[config.mk]
export PLATFORM = sky130hd
export DESIGN_NAME = spi_pkt_sched
export DESIGN_NICKNAME = d
export VERILOG_FILES = /design/src/rtl/spi_pkt_sched_pkg.sv /design/src/rtl/spi_pkt_sched_rr_arb.sv /design/src/rtl/spi_pkt_sched.sv
export SDC_FILE = /design/constraint.sdc
export NUM_CORES = 1
export LEC_CHECK = 0
export CAP_MARGIN = 20
export CORE_MARGIN = 4
export CORE_UTILIZATION = 45
export DETAILED_ROUTE_END_ITERATION = 16
export GPL_ROUTABILITY_DRIVEN = 0
export PLACE_DENSITY_LB_ADDON = 0.2
export SLEW_MARGIN = 40
export SYNTH_ARGS = -nofsm -noshare
export SYNTH_HDL_FRONTEND = slang
export SYNTH_HIERARCHICAL = 1
export SYNTH_SLANG_ARGS = --single-unit
[constraint.sdc]
create_clock -name clk -period 3.2 [get_ports clk]
set_clock_uncertainty 0.2 [all_clocks]
set_input_delay 0.8 -clock clk [delete_from_list [all_inputs] [get_ports clk]]
set_output_delay 0.8 -clock clk [all_outputs]
set_load 0.005 [all_outputs]
[src/rtl/spi_pkt_sched_pkg.sv]
// rtl/spi_pkt_sched_pkg.sv - shared types, state codes and init table for spi_pkt_sched
package spi_pkt_sched_pkg;

   localparam int INIT_MAX = 8;

   typedef logic [15:0] pkt_t;
   typedef logic [1:0]  state_t;

   localparam state_t ST_INIT = 2'd0;
   localparam state_t ST_ARB  = 2'd1;
   localparam state_t ST_SEND = 2'd2;

   // Display driver bring-up: shutdown off, no decode, intensity, scan limit, test off.
   localparam pkt_t INIT_TABLE [INIT_MAX] = '{
      16'h0C01, 16'h0900, 16'h0A08, 16'h0B07,
      16'h0F00, 16'h0000, 16'h0000, 16'h0000
   };

   function automatic logic [2:0] rr_next(input logic [2:0] idx, input int n);
      return (int'(idx) + 1 >= n) ? 3'd0 : idx + 3'd1;
   endfunction

endpackage

[src/rtl/spi_pkt_sched_rr_arb.sv]
// rtl/spi_pkt_sched_rr_arb.sv - round-robin pointer and first-set search from the pointer
module rr_arb
   import spi_pkt_sched_pkg::*;
#(
   parameter int N = 2
) (
   input  logic         clk,
   input  logic         rst,
   input  logic [N-1:0] req,
   input  logic         adv,
   input  logic [2:0]   adv_idx,
   output logic         any,
   output logic [N-1:0] win_oh,
   output logic [2:0]   win_idx
);

   logic [2:0] ptr;

   always_ff @(posedge clk) begin
      if (rst) begin
         ptr <= 3'd0;
      end else if (adv) begin
         ptr <= rr_next(adv_idx, N);
      end
   end

   // Two passes: indices at/above the pointer first, then the wrapped ones below it.
   always_comb begin
      any     = 1'b0;
      win_oh  = '0;
      win_idx = 3'd0;
      for (int i = 0; i < N; i++) begin
         if (!any && (3'(i) >= ptr) && req[i]) begin
            any       = 1'b1;
            win_oh[i] = 1'b1;
            win_idx   = 3'(i);
         end
      end
      for (int i = 0; i < N; i++) begin
         if (!any && (3'(i) < ptr) && req[i]) begin
            any       = 1'b1;
            win_oh[i] = 1'b1;
            win_idx   = 3'(i);
         end
      end
   end

endmodule

[src/rtl/spi_pkt_sched.sv]
// rtl/spi_pkt_sched.sv - init replay plus round-robin sharing of the SPI packet sender
// Optional periodic init replay: define SPI_PKT_SCHED_REINIT_EN.
module spi_pkt_sched
   import spi_pkt_sched_pkg::*;
#(
   parameter int N_REQ = 2,
`ifdef SPI_PKT_SCHED_REINIT_EN
   parameter int REINIT_PERIOD = 50_000_000,
`endif
   parameter int INIT_LEN = 5
) (
   input  logic                clk,
   input  logic                rst,
   input  logic [16*N_REQ-1:0] req_pkt,
   input  logic [N_REQ-1:0]    req_vld,
   output logic [N_REQ-1:0]    req_rdy,
   output logic [15:0]         m_pkt,
   output logic                m_vld,
   input  logic                m_rdy,
   output logic                init_done,
   output logic [2:0]          grant_id
);

   state_t           state;
   logic [2:0]       idx;
   logic             any;
   logic [N_REQ-1:0] win_oh;
   logic [2:0]       win_idx;
   logic             xfer;
   logic             grant;
   logic             reinit_pend;
   pkt_t             sel_pkt;

   assign xfer    = m_vld & m_rdy;
   assign grant   = !rst && (state == ST_ARB) && any && !reinit_pend;
   assign req_rdy = grant ? win_oh : '0;

   rr_arb #(.N(N_REQ)) u_arb (
      .clk     (clk),
      .rst     (rst),
      .req     (req_vld),
      .adv     ((state == ST_SEND) && xfer),
      .adv_idx (grant_id),
      .any     (any),
      .win_oh  (win_oh),
      .win_idx (win_idx)
   );

   always_comb begin
      sel_pkt = '0;
      for (int i = 0; i < N_REQ; i++) begin
         if (win_oh[i]) sel_pkt = req_pkt[16*i +: 16];
      end
   end

`ifdef SPI_PKT_SCHED_REINIT_EN
   logic [31:0] reinit_cnt;

   // Counter restarts on the same edge that launches a replay.
   always_ff @(posedge clk) begin
      if (rst) begin
         reinit_cnt  <= 32'd0;
         reinit_pend <= 1'b0;
      end else if ((state == ST_ARB) && reinit_pend) begin
         reinit_cnt  <= 32'd0;
         reinit_pend <= 1'b0;
      end else if (reinit_cnt == 32'(REINIT_PERIOD - 1)) begin
         reinit_cnt  <= 32'd0;
         reinit_pend <= 1'b1;
      end else begin
         reinit_cnt  <= reinit_cnt + 32'd1;
      end
   end
`else
   assign reinit_pend = 1'b0;
`endif

   // m_pkt doubles as the hold register; it only changes when no packet is pending.
   always_ff @(posedge clk) begin
      if (rst) begin
         state     <= ST_INIT;
         idx       <= 3'd0;
         m_vld     <= 1'b0;
         m_pkt     <= 16'd0;
         init_done <= 1'b0;
         grant_id  <= 3'd0;
      end else begin
         case (state)
            ST_INIT: begin
               if (!m_vld) begin
                  m_vld <= 1'b1;
                  m_pkt <= INIT_TABLE[idx];
               end else if (m_rdy) begin
                  if (idx == 3'(INIT_LEN - 1)) begin
                     idx       <= 3'd0;
                     m_vld     <= 1'b0;
                     init_done <= 1'b1;
                     state     <= ST_ARB;
                  end else begin
                     idx   <= idx + 3'd1;
                     m_pkt <= INIT_TABLE[idx + 3'd1];
                  end
               end
            end
            ST_ARB: begin
               if (reinit_pend) begin
                  idx   <= 3'd0;
                  state <= ST_INIT;
               end else if (any) begin
                  m_vld    <= 1'b1;
                  m_pkt    <= sel_pkt;
                  grant_id <= win_idx;
                  state    <= ST_SEND;
               end
            end
            ST_SEND: begin
               if (m_rdy) begin
                  m_vld <= 1'b0;
                  state <= ST_ARB;
               end
            end
            default: begin
               m_vld <= 1'b0;
               state <= ST_INIT;
            end
         endcase
      end
   end

endmodule

==> results of run 1 <==
-- timing repair --
item                                    CTS  global route
pin swaps                                 0             1
setup buffers                             0             0
gates resized for setup                   4             2
endpoints found under the setup margin    2             2
-- worst max-delay path: cells and delay by family --
kind | cells | cell delay [ns]
AOI/OAI and AO/OA | 1 | 0.17
buffers and inverters | 3 | 0.88
and+or+nand+nor | 1 | 0.17
-- through the flow --
stage	power (uW)	area, sq um	instances
2_1_floorplan	445	1660	195
3_3_place_gp	519	2300	293
3_5_place_dp	521	2300	293
4_1_cts	920	2430	301
5_1_grt	947	2430	301
6_report	911	2430	301
-- power by group through the flow --
stage	Sequential, uW	Combinational (uW)	Clock, uW
after detailed placement	384	137	0
after global routing	377	148	422
after global placement	384	135	0
final	376	137	398
after floorplan	381	63.2	0
after CTS	376	137	407
-- path summary, 6_finish.rpt --
kind                                   end
worst max register to register    m_pkt[8]
worst max-delay path            req_rdy[0]
worst min-delay path              m_pkt[0]
worst min register to register    m_pkt[0]
-- synthesized netlist by cell type, drive strengths merged, types with 3 or more instances --
| library cell | count | area, sq um |
|---|---|---|
| nor2 | 15 | 56.3 |
| clkbuf | 11 | 41.3 |
| a211o | 3 | 26.3 |
| nand2b | 3 | 18.8 |
| a221o | 3 | 30.0 |
| o211ai | 3 | 22.5 |
| a21oi | 18 | 90.1 |
| inv | 8 | 30.0 |
| nor3b | 4 | 30.0 |
| buf | 6 | 35.0 |
| nor2b | 6 | 42.5 |
| a22oi | 8 | 60.1 |
| o21ai | 4 | 20.0 |
| nand3b | 7 | 52.6 |
| a2bb2oi | 8 | 70.1 |
| nand2 | 14 | 52.6 |
| nand3 | 5 | 25.0 |
| ha | 10 | 125 |
| dfxtp | 29 | 581 |
| a221oi | 6 | 52.6 |
-- layout make-up --
class | instances | area [sq um] | area share [%]
multi-input combinational | 141 | 976 | 40.2
timing repair buffer | 69 | 662 | 27.3
sequential | 29 | 581 | 23.9
clock buffer | 6 | 82.6 | 3.40
tap | 46 | 57.6 | 2.37
clock inverter | 2 | 37.5 | 1.55
inverter | 8 | 30.0 | 1.24
-- sequential cells by signal, summed over array words and instances (netlist names) --
register and cells:
m_pkt 16, grant_id 3, idx 3, u_arb/ptr 3, state 2, init_done 1
m_vld 1
-- metal layers --
metal,part of all wire [%],vias up,GRT usage [%]
met3,10,6,8.10
met1,43,751,25.2
li1,-,828,-
met5,0,-,0
met2,46,63,32.1
met4,0.98,0,5.46
-- cells by family (layout without fill, tap and decap cells) --
family	count (synthesis)	in the layout	share of synthesized area, %
compound gates	65	65	29.5
simple gates	62	62	19.9
flops	29	29	35.2
buf+inv	25	85	6.44
fa+ha+maj	10	10	7.58
other cells	1	2	0.227
xor+xnor	1	1	0.530
mux	1	1	0.606
==> impl_metrics.yaml, run 1 <==
timing:
  worstMarginPinSlew_ns: 0.590
  min_period_ns: 3.02
  fin_ws_ns: 0.180
  slew_violations: 0
  hold_slack_ns: 0.249
  max_freq_mhz: 331
  rsz0062_at_grt: "no"
  timing.final.crit_share_pct: 94.4
  hold_viol: 0
  finalSetupViolCount: 0
  slew_headroom_pct: 60.5
  fin_setup_tns_ns: 0
clock_network:
  clock_latency_ns: 0.28
  cts.sink_count: 29
  root_buffer: "clkbuf_8"
  cts_tree: "done"
  cts.path.max_buffers: 2
  numCtsBuffers: 5
  htreeDepth: 2
  hold_buffers: 0
  clkSlewWorstSetupHoldPaths_ns: 0.06
route:
  drc: 0
  drt_wl_total_microns: 4400
  viasPerCell: 5.48
  num_vias: 1648
  drtIter0Drc: 106
  wl_per_cell_microns: 14.6
  firstDrtPassIters: 4
  ant_nets: 0
critical_path:
  cp_max_fo: 4
  cp_slowest_stage_delay_ns: 0.48
  critPathLaunchType: "input pin"
  setup.worst_path.end_class: "primary output"
  worstPathCellList: "clkdlybuf4s50_1 > o31a_1 > buf_4 > nor3b_1 > dlygate4sd2_1"
  cp-startpoint: "req_vld[0]"
  critPathRequiredTime_ns: 2.20
  r2r_setup_slack_ns: 0.92
  crit_slowest_cell: "clkdlybuf4s50_1"
  arrival_ns: 2.02
  crit_type: "input pin to primary output"
  ff2ff_path_depth: 6
  r2r-start: "idx[0]"
grt:
  grt_pass1_wl_microns: 7120
  groute.usage.overall_pct: 20.2
  grt_max_degree: 25
  grt_pass1_vias: 1576
  antenna_found_initial: 0
  gr-total-overflow: 0
power_and_ir_drop:
  power.density_nw_per_um2: 375
  pwr-share-seq_pct: 41.3
  clockPowerShare_pct: 43.7
  p_sw_share_pct: 22.7
  worst_ir_drop_vdd_v: 0.000191
  internal-power_uw: 704
  switchingPower_uw: 206
  p_comb_share_pct: 15.0
  p_leak_uw: 0.000933
die:
  fp.dieH_microns: 68.6
  ios: 60
  placementRows: 21
  coreArea_sq_um: 3440
  start_util_pct: 48.0
  fp.dieArea_sq_um: 4700
  die_w_microns: 68.6
min_path:
  min_path_type: "flop to flop"
  hold_start: "m_pkt[0]"
  min_path_cells: 2
synth:
  syn_inst: 194
  synth-seq-cells: 29
  ys_types: 41
  avgSynthCellArea_sq_um: 8.51
  netlist_area_sq_um: 1650
  async_flop_share_pct: 0
  synth-seq-area-share_pct: 35.2
  yosysWarnings: 6
  synth_edf_count: 0
  synth_flop_cell: "dfxtp_1"
final_layout:
  syn_to_final_growth_pct: 46.9
  fin_nets: 301
  layout_common_cells: "clkdlybuf4s50_1 (56), dfxtp_1 (29), a21oi_1 (18), nor2_1 (15), nand2_1 (14)"
  antenna_cells: 0
  mostFrequentLayoutCell: "clkdlybuf4s50_1"
  layout-drive-gt1-share_pct: 10.6
  post-route-util_pct: 70.5
  nFillCells: 296
place:
  dp_hpwl_microns: 3270
  numPortBuffers: 59
  dpl_worst_slack_ns: -0.304
run:
  cap_violations: 0
run_status:
  status: "complete, no violations"
Note: power is estimated with default switching activity, not from simulation.
==> inputs of run 2 (changes only) <==
--- a/config.mk
+++ b/config.mk
@@ -7,8 +7,10 @@
 export LEC_CHECK = 0
 export CAP_MARGIN = 20
 export CORE_MARGIN = 4
-export CORE_UTILIZATION = 45
+export CORE_UTILIZATION = 60
+export CTS_CLUSTER_DIAMETER = 30
 export DETAILED_ROUTE_END_ITERATION = 16
+export DONT_BUFFER_PORTS = 1
 export GPL_ROUTABILITY_DRIVEN = 0
 export PLACE_DENSITY_LB_ADDON = 0.2
 export SLEW_MARGIN = 40
==> constraint.sdc (replaced) <==
create_clock -name clk -period 2.9 [get_ports clk]
set_clock_uncertainty 0.2 [all_clocks]
set_input_delay 0.725 -clock clk [delete_from_list [all_inputs] [get_ports clk]]
set_output_delay 0.725 -clock clk [all_outputs]
set_load 0.005 [all_outputs]
==> impl_metrics.yaml, run 2 (synthesized netlist as in run 1, its figures left out) <==
min_path:
  min_path_type: "input pin to flop"
  min_path_cells: 1
  min_to: "u_arb/ptr[0]"
  hold_start: "rst"
route:
  drt_wl_total_microns: 3750
  num_vias: 1437
  ant_nets: 0
  wl_per_cell_microns: 17.1
  firstDrtPassIters: 4
  viasPerCell: 6.56
  drc: 0
  drtIter0Drc: 74
die:
  placementRows: 18
  start_util_pct: 64.9
  die_w_microns: 60.5
  coreArea_sq_um: 2540
  fp.dieArea_sq_um: 3660
  ios: 60
  fp.dieH_microns: 60.5
grt:
  grt_pass1_vias: 1404
  groute.usage.overall_pct: 21.9
  antenna_found_initial: 0
  gr-total-overflow: 0
  grt_max_degree: 34
  grt_pass1_wl_microns: 6140
timing:
  min_period_ns: 2.58
  worstMarginPinSlew_ns: 0.597
  slew_headroom_pct: 60.0
  slew_violations: 0
  timing.final.crit_share_pct: 88.9
  hold_viol: 0
  rsz0062_at_grt: "no"
  finalSetupViolCount: 0
  max_freq_mhz: 388
  fin_ws_ns: 0.322
  fin_setup_tns_ns: 0
final_layout:
  antenna_cells: 0
  layout-drive-gt1-share_pct: 9.52
  nFillCells: 217
  largest_register_ffs: 16
  mostFrequentLayoutCell: "dfxtp_1"
  fin_nets: 236
  layout_common_cells: "dfxtp_1 (29), a21oi_1 (18), nor2_1 (15), nand2_1 (14), ha_1 (10)"
  syn_to_final_growth_pct: 3.26
  instances_no_fill: 219
  regMostFlops: "m_pkt"
clock_network:
  hold_buffers: 0
  clock_latency_ns: 0.32
  cts.path.max_buffers: 2
  root_buffer: "clkbuf_4"
  cts-resized-gates: 0
  numCtsBuffers: 5
  htreeDepth: 2
  cts.sink_count: 29
  cts_tree: "done"
  clkSlewWorstSetupHoldPaths_ns: 0.09
  cts_setup_buffers: 0
power_and_ir_drop:
  worst_ir_drop_vdd_v: 0.000385
  power.density_nw_per_um2: 432
  p_leak_uw: 0.000643
critical_path:
  cp_max_fo: 5
  critPathLaunchType: "input pin"
  cp_slowest_stage_delay_ns: 0.37
  r2r-start: "idx[0]"
  worstPathCellList: "nand2_1 > o31a_1 > nor2b_2 > nor3b_1"
  critPathTopFamily: "simple AND/OR/NAND/NOR gates"
  crit_type: "input pin to primary output"
  critPathRequiredTime_ns: 1.98
  arrival_ns: 1.65
  r2r_setup_slack_ns: 0.51
  ff2ff_path_depth: 6
  setup.worst_path.end_class: "primary output"
  crit_slowest_cell: "nor3b_1"
  worstReg2RegEnd: "m_pkt[0]"
  cp_num_buf_inv: 0
run:
  cap_violations: 0
place:
  dp_hpwl_microns: 2840
  dp_cells: 212
  numPortBuffers: 0
  dpl_worst_slack_ns: 0.305
run_status:
  status: "complete, no violations"
run 2: cell count changes in the layout (fill, tap and decap cells not counted), sizes merged:
| cell | delta |
|---|---|
| clkinvlp | -1 |
| buf | -6 |
| dlymetal6s2s | -1 |
| clkdlybuf4s50 | -56 |
| dlygate4sd2 | -1 |
| bufinv | -1 |
run 2: how the worst max path moves through the flow:
stage | start | to | slack (ns) | cells after the start
finish | req_vld[1] | req_rdy[1] | 0.32 | 4
global route | state[0] | req_rdy[1] | 0.13 | 4
floorplan | req_vld[1] | req_rdy[1] | 0.02 | 6
detailed placement | req_vld[1] | req_rdy[1] | 0.30 | 4
CTS | req_vld[1] | req_rdy[1] | 0.31 | 4
global placement | req_vld[1] | m_pkt[11] | 0.16 | 7
run 2: power breakdown:
part / switching, uW / total, uW / internal (uW)
clock network: 134 / 248 / 114
logic: 38.3 / 72.3 / 34.0
registers: 10.0 / 416 / 406
run 2: through the flow:
stage          power, uW  cell area, sq um  hold slack [ns]  util (%)
2_1_floorplan        491              1660            0.244         -
3_3_place_gp         495              1650            0.257      64.7
3_5_place_dp         498              1650            0.263      64.8
4_1_cts              741              1700            0.250      67.0
5_1_grt              770              1710            0.238      67.0
6_report             737              1710            0.260      67.0
run 2: routing by layer:
metal | routed length [microns] | global-route usage [%] | vias to the layer above
met3 | 442 | 10.0 | 6
li1 | - | - | 700
met2 | 1810 | 36.6 | 62
met4 | 40 | 6.81 | 0
met1 | 1460 | 25.0 | 669
met5 | 0 | 0 | -
run 2: final cells by class:
cell class	count	area (sq um)	area share, %
clock buffers	7	55.1	3.23
inverters	8	30.0	1.76
multi-input cells	141	972	57.0
flip-flops and latches	29	581	34.0
well taps	30	37.5	2.20
repair buffers	4	30.0	1.76
==> inputs of run 3 (changes only) <==
--- a/config.mk
+++ b/config.mk
@@ -13,6 +13,7 @@
 export DONT_BUFFER_PORTS = 1
 export GPL_ROUTABILITY_DRIVEN = 0
 export PLACE_DENSITY_LB_ADDON = 0.2
+export REMOVE_ABC_BUFFERS = 1
 export SLEW_MARGIN = 40
 export SYNTH_ARGS = -nofsm -noshare
 export SYNTH_HDL_FRONTEND = slang
==> impl_metrics.yaml, run 3 (synthesized netlist as in run 1, its figures left out) <==
min_path:
  hold_start: "rst"
  min_path_type: "input pin to flop"
  min_to: "m_pkt[10]"
  min_path_cells: 1
route:
  drtIter0Drc: 78
  drt_wl_total_microns: 3900
  viasPerCell: 6.57
  num_vias: 1459
  wl_per_cell_microns: 17.6
  firstDrtPassIters: 4
  ant_nets: 0
  drc: 0
clock_network:
  htreeDepth: 2
  clock_latency_ns: 0.33
  cts.sink_count: 29
  cts_tree: "done"
  cts.path.max_buffers: 2
  clkSlewWorstSetupHoldPaths_ns: 0.09
  hold_buffers: 0
  root_buffer: "clkbuf_4"
  cts-resized-gates: 0
  numCtsBuffers: 5
  cts_setup_buffers: 0
grt:
  grt_pass1_wl_microns: 6140
  grt_pass1_vias: 1460
  antenna_found_initial: 0
  grt_max_degree: 34
  gr-total-overflow: 0
  groute.usage.overall_pct: 22.2
final_layout:
  layout-drive-gt1-share_pct: 10.4
  mostFrequentLayoutCell: "dfxtp_1"
  layout_common_cells: "dfxtp_1 (29), a21oi_1 (18), nor2_1 (15), nand2_1 (14), ha_1 (10)"
  largest_register_ffs: 16
  antenna_cells: 0
  instances_no_fill: 222
  syn_to_final_growth_pct: 4.85
  fin_nets: 238
  regMostFlops: "m_pkt"
timing:
  min_period_ns: 2.46
  worstMarginPinSlew_ns: 0.586
  rsz0062_at_grt: "no"
  fin_setup_tns_ns: 0
  finalSetupViolCount: 0
  slew_headroom_pct: 60.9
  max_freq_mhz: 407
  fin_ws_ns: 0.442
  hold_viol: 0
  slew_violations: 0
  timing.final.crit_share_pct: 84.8
place:
  dpl_worst_slack_ns: 0.461
  dp_hpwl_microns: 2850
  dp_cells: 214
  numPortBuffers: 0
die:
  start_util_pct: 64.9
  ios: 60
  coreArea_sq_um: 2540
  fp.dieH_microns: 60.5
  placementRows: 18
  die_w_microns: 60.5
  fp.dieArea_sq_um: 3660
run:
  cap_violations: 0
critical_path:
  critPathLaunchType: "flop"
  ff2ff_path_depth: 7
  crit_type: "flop to primary output"
  cp_max_fo: 8
  setup.worst_path.end_class: "primary output"
  r2r-start: "idx[0]"
  worstReg2RegEnd: "m_pkt[3]"
  r2r_setup_slack_ns: 0.55
  arrival_ns: 1.53
  critPathRequiredTime_ns: 1.98
power_and_ir_drop:
  worst_ir_drop_vdd_v: 0.000366
  p_leak_uw: 0.000661
  power.density_nw_per_um2: 448
run_status:
  status: "complete, no violations"
-- run 3: cell count changes in the layout (fill, tap and decap cells not counted), sizes merged --
cell / previous run / this run
clkinv: 0 / 1
buf: 4 / 6
-- run 3: cell type report --
cell class	count	area (sq um)
clock buffer	7	65.1
clock inverter	1	5.00
fill	215	813
inverter	8	30.0
multi-input combinational	141	968
sequential	29	581
tap	30	37.5
timing repair buffer	6	45.0
-- run 3: through the flow --
step           hold slack (ns)  area [sq um]  total power (uW)  util (%)
5_1_grt                  0.228          1730               810      68.0
2_1_floorplan            0.242          1580               481         -
4_1_cts                  0.229          1730               784      68.0
3_5_place_dp             0.265          1660               500      65.3
3_3_place_gp             0.258          1660               497      65.3
6_report                 0.244          1730               776      68.0
-- run 3: worst max-delay path by stage --
stage,from,endpoint,slack [ns],cells after the start
detailed placement,req_vld[1],req_rdy[1],0.46,4
CTS,state[0],req_rdy[0],0.45,3
finish,state[0],req_rdy[0],0.44,3
floorplan,req_vld[1],req_rdy[1],0.22,4
global route,state[0],req_rdy[0],0.29,3
global placement,req_vld[1],req_rdy[1],0.46,4
-- run 3: power by group --
part           switching (uW)  internal, uW
Combinational            39.1          35.6
Sequential               10.4           406
Clock                     144           140
Total                     194           582
-- run 3: metal layers --
layer / global-route usage (%) / routed length, microns
met3: 6.38 / 295
met2: 38.1 / 1970
met1: 24.4 / 1560
met4: 12.7 / 78
met5: 0 / 0
-- run 3: worst max-delay path, cell delays in order (launching register included) --
cell     delay (ns)
dfxtp_1        0.45
nor2b_1        0.22
nand2_1        0.20
nor3b_1        0.33
